File: config.mk
export PLATFORM = sky130hd
export DESIGN_NAME = fifo_uart_tx
export DESIGN_NICKNAME = d
export VERILOG_FILES = /design/src/rtl/fifo_uart_tx.sv
export SDC_FILE = /design/constraint.sdc
export NUM_CORES = 1
export LEC_CHECK = 0
export CORE_MARGIN = 2
export CORE_UTILIZATION = 47
export CTS_BUF_LIST = sky130_fd_sc_hd__clkbuf_8
export CTS_CLUSTER_SIZE = 28
export DETAILED_ROUTE_END_ITERATION = 16
export MAX_ROUTING_LAYER = met4
export PLACE_DENSITY = 0.65
export SLEW_MARGIN = 20
export SYNTH_ARGS = -nofsm -noshare
export SYNTH_HDL_FRONTEND = slang
export SYNTH_SLANG_ARGS = --single-unit
export TNS_END_PERCENT = 30
File: constraint.sdc
create_clock -name i_CLK -period 2.9 [get_ports i_CLK]
set_input_delay 0.29 -clock i_CLK [delete_from_list [all_inputs] [get_ports i_CLK]]
set_output_delay 0.29 -clock i_CLK [all_outputs]
set_load 0.02 [all_outputs]
File: src/rtl/fifo_uart_tx.sv
// FIFO read-side UART transmitter: pops a byte, serialises start/8 data LSB-first/stop frame.
// Optional even parity bit between data and stop when FIFO_UART_TX_PARITY_EN is defined.
module fifo_uart_tx #(
  parameter int unsigned CLKS_PER_BIT = 16,
  parameter int unsigned STOP_BITS    = 1
) (
  input  logic       i_CLK,
  input  logic       i_RST,
  input  logic       i_EN,
  input  logic       i_EMPTY,
  input  logic [7:0] i_RD_DATA,
  output logic       o_RD,
  output logic       o_TX,
  output logic       o_BUSY,
  output logic       o_DONE
);

  localparam logic [2:0] StIdle   = 3'd0;
  localparam logic [2:0] StStart  = 3'd1;
  localparam logic [2:0] StData   = 3'd2;
  localparam logic [2:0] StStop   = 3'd3;
`ifdef FIFO_UART_TX_PARITY_EN
  localparam logic [2:0] StParity = 3'd4;
`endif

  localparam logic [15:0] BaudMax = 16'(CLKS_PER_BIT - 1);
  localparam logic [2:0]  StopMax = 3'(STOP_BITS - 1);

  logic [2:0]  state_q, state_d;
  logic [15:0] baud_q, baud_d;
  logic [2:0]  bit_q, bit_d;
  logic [7:0]  shift_q, shift_d;
  logic        tx_q, tx_d;
  logic        baud_end;
`ifdef FIFO_UART_TX_PARITY_EN
  logic        parity_q, parity_d;
`endif

  assign baud_end = (baud_q == BaudMax);

  always_comb begin
    state_d  = state_q;
    bit_d    = bit_q;
    shift_d  = shift_q;
    baud_d   = baud_q;
    tx_d     = 1'b1;
    o_RD     = 1'b0;
    o_DONE   = 1'b0;
`ifdef FIFO_UART_TX_PARITY_EN
    parity_d = parity_q;
`endif

    case (state_q)
      StIdle: begin
        // Reset wins over a pending pop so no byte is lost to a discarded frame.
        if (i_EN && !i_EMPTY && !i_RST) begin
          o_RD    = 1'b1;
          shift_d = i_RD_DATA;
          state_d = StStart;
`ifdef FIFO_UART_TX_PARITY_EN
          parity_d = ^i_RD_DATA;
`endif
        end
      end
      StStart: begin
        if (baud_end) state_d = StData;
      end
      StData: begin
        if (baud_end) begin
          shift_d = {1'b0, shift_q[7:1]};
          if (bit_q == 3'd7) begin
            bit_d = 3'd0;
`ifdef FIFO_UART_TX_PARITY_EN
            state_d = StParity;
`else
            state_d = StStop;
`endif
          end else begin
            bit_d = bit_q + 3'd1;
          end
        end
      end
`ifdef FIFO_UART_TX_PARITY_EN
      StParity: begin
        if (baud_end) state_d = StStop;
      end
`endif
      StStop: begin
        if (baud_end) begin
          if (bit_q == StopMax) begin
            o_DONE  = 1'b1;
            bit_d   = 3'd0;
            state_d = StIdle;
          end else begin
            bit_d = bit_q + 3'd1;
          end
        end
      end
      default: begin
        state_d = StIdle;
        bit_d   = 3'd0;
      end
    endcase

    if (state_d != state_q || state_q == StIdle) begin
      baud_d = 16'd0;
    end else if (baud_end) begin
      baud_d = 16'd0;
    end else begin
      baud_d = baud_q + 16'd1;
    end

    // Line level is registered from next-state values so o_TX is glitch-free.
    case (state_d)
      StStart:  tx_d = 1'b0;
      StData:   tx_d = shift_d[0];
`ifdef FIFO_UART_TX_PARITY_EN
      StParity: tx_d = parity_d;
`endif
      default:  tx_d = 1'b1;
    endcase
  end

  always_ff @(posedge i_CLK) begin
    if (i_RST) begin
      state_q  <= StIdle;
      baud_q   <= 16'd0;
      bit_q    <= 3'd0;
      shift_q  <= 8'd0;
      tx_q     <= 1'b1;
`ifdef FIFO_UART_TX_PARITY_EN
      parity_q <= 1'b0;
`endif
    end else begin
      state_q  <= state_d;
      baud_q   <= baud_d;
      bit_q    <= bit_d;
      shift_q  <= shift_d;
      tx_q     <= tx_d;
`ifdef FIFO_UART_TX_PARITY_EN
      parity_q <= parity_d;
`endif
    end
  end

  assign o_TX   = tx_q;
  assign o_BUSY = (state_q != StIdle);

endmodule

==> impl_results.md <==
- Status: finished, final reports clean
- Min Tclk post-route: roughly 2.3 ns
- Nets: 203
- Overflow after GRT: 0
- Worst IR drop on VDD: 0.000277 V
- Final hold vios: 0
- Synth Net Count: between 150 and 200
- Mapped cell area: 1480 um2
- CTS Buffer Depth: 2
- ANT cells: 0
- Vias/cell: 5.35
- Mean Syn Cell Area: 8.68 um2
- Avg WL per Cell: 12.4 um
- Top Ports: 16
- CP startpoint kind: register
- Slowest cell on the critical path: clkdlybuf4s50_1
- CTS tree: done
- Met3 Use GR: 0.0758
- CP arrival: between 2 and 2.5 ns
- Slowest cell delay on critical path: 0.63 ns
- DIE WIDTH: 60.0 um
- Worst-path fanout max: 4
- Final GP Congestion: 0.743
- Slew headroom: 0.637
- Vias: ~1200
- Fmax: around 430 MHz
- Setup Viol. Count Final: 0
- Post-Synthesis Cells: 170
- Clk root buf: clkbuf_8
- Dpl hpwl: 1.99 mm
- Synth warn: 0
- Clock Latency Late Sink: 0.28 ns
- Remaining antenna violation count after routing: 0
- WS Path Type: reg -> out
- Final core utilization: 0.579
- Die height: 60.0 um
- Starting Density: 0.487
- Max Cap Viol: 0
- CORE AREA: 3030 um2
- Req. time, crit path: approximately 2.6 ns
- Total Routing Usage GR: 0.198
- H-tree depth: 2
- M2 GR Usage: 0.314
- Die ar.: 3600 um2
- Final Skew: 0.00492 ns
- Gr busiest metal: met2
- Commonest cells after routing, fill and taps aside: 31 x dfxtp_1, 25 x nor2_1, 15 x clkdlybuf4s50_1, 14 x nand2_1, 10 x a21oi_1
- Largest net degree at the start of global routing: 17
- Tcrit/Tclk final: 0.797
- Vias in the first global route: ~1200
- Row count: 20
- Synth cell types: 40
- Antenna violations before repair: 0
- Leak: about 0.61 nW
- Fin Setup TNS: 0 ns
- RSZ-0062 raised after global routing: false
- Hold WC Path Type: reg -> reg
- First-pass GRT wire length: 4.96 mm
- Clock transition at path regs: roughly 0.06 ns
- Post-CTS Hold Buffers: 0
- Routed WL: 2.88 mm
- Prevailing post-synth register cell: dfxtp_1
- Final Instance Area: 1750 um2
- Post_cts resized: 0
- Synth-to-layout area growth: 18.9%
- Crit end category: primary output
- Met1 usage: 0.214
- Setup repair bufs after CTS: 0
- DRC: 0
- Max Slew Vio Count: 0
- Post-synth ARST share: 0
- Post-synth EDFFs: 0
- Sequential element share of the synthesized area: 0.421
- Worst path cell trace: nor4_2, nand4_1, nor3b_1, clkdlybuf4s50_1
- WHS: ~0.45 ns
- Clock sink count: 31
- Initial DRT Pass Iterations: 4
- CP delay by family, top: simple AND/OR/NAND/NOR gates
- Num CTS Buffers: 5
- Worst-Margin Slew: approximately 0.54 ns
- Commonest non-fill, non-tap cell in the layout: dfxtp_1
- Share of cells above drive strength 1: 0.112
- Iteration-0 DRC Markers: 39
- Synthesis-stage register bit count: 31
- Power density over the cells: 485 nW/um2
- I/O Buffers: 15
- Placed cell area: approximately 1700 um2
- Buffers and inverters on the worst path: 1
[power breakdown]
| group | total (mW) | switching, mW | internal, mW |
|---|---|---|---|
| registers | 0.436 | 0.00561 | 0.430 |
| clock network | 0.370 | 0.157 | 0.213 |
| logic | 0.0452 | 0.0209 | 0.0243 |
| total | 0.851 | 0.183 | 0.667 |
[kinds of logic after synthesis]
logic type	share of synthesized area
flip-flops	0.421
AO/OA/AOI/OAI	0.126
multiplexers	0.0136
buffers and inverters	0.0483
other	0.00254
XOR/XNOR	0.0772
AND/OR/NAND/NOR	0.278
adder cells (fa/ha/maj)	0.0339
[cells in the mapped netlist, drive strengths merged, types with 6 or more instances]
cell	n	area share
a21oi	11	0.040
a22oi	6	0.031
dfxtp	31	0.42
inv	8	0.020
nand2	14	0.036
nand3	7	0.024
nor2	27	0.072
nor3	6	0.024
xnor2	6	0.036
xor2	7	0.042
[sequential cells by signal (all words and copies together) (netlist names)]
register and cells:
bit_q 3, baud_q 16, shift_q 8, o_TX 1
state_q 3
[per-stage QoR]
stage                     power [mW]  std cells  setup WS (ns)
after floorplan                0.468        170           1.00
after global placement         0.490        224          0.654
after detailed placement       0.490        224          0.640
after CTS                      0.859        232          0.550
after global routing           0.885        232          0.418
final                          0.851        232          0.589
[worst reg2reg max path, delay by kind of cell (launching register included)]
kind,cells,cell delay (ns)
simple gates,2,0.78
compound gates,3,0.54
flops,1,0.36
mux,1,0.26
[final timing paths]
kind | startpoint | endpoint | slack, ns | cells after the start
worst max register to register | baud_q[13]$_SDFF_PP0_ | o_TX$_SDFF_PP1_ | 0.82 | 6
worst max-delay path | baud_q[13]$_SDFF_PP0_ | o_DONE | 0.59 | 4
worst min register to register | baud_q[0]$_SDFF_PP0_ | baud_q[0]$_SDFF_PP0_ | 0.45 | 1
worst min-delay path | baud_q[0]$_SDFF_PP0_ | baud_q[0]$_SDFF_PP0_ | 0.45 | 1
[final cells by class]
cell class	count	area [um2]
multi-input cells	124	783
inverters	8	30.0
clock buffers	7	96.3
well taps	44	55.1
clock inverters	1	3.75
repair buffers	17	165
flip-flops and latches	31	621
fillers	285	1270
[routing by layer]
layer	share of wire	vias to the layer above	routed length (um)
li1	-	626	-
met1	0.43	583	1240
met2	0.49	25	1410
met3	0.060	8	172
met4	0.020	0	59
met5	0	-	0
(Power assumes the default switching activity.)
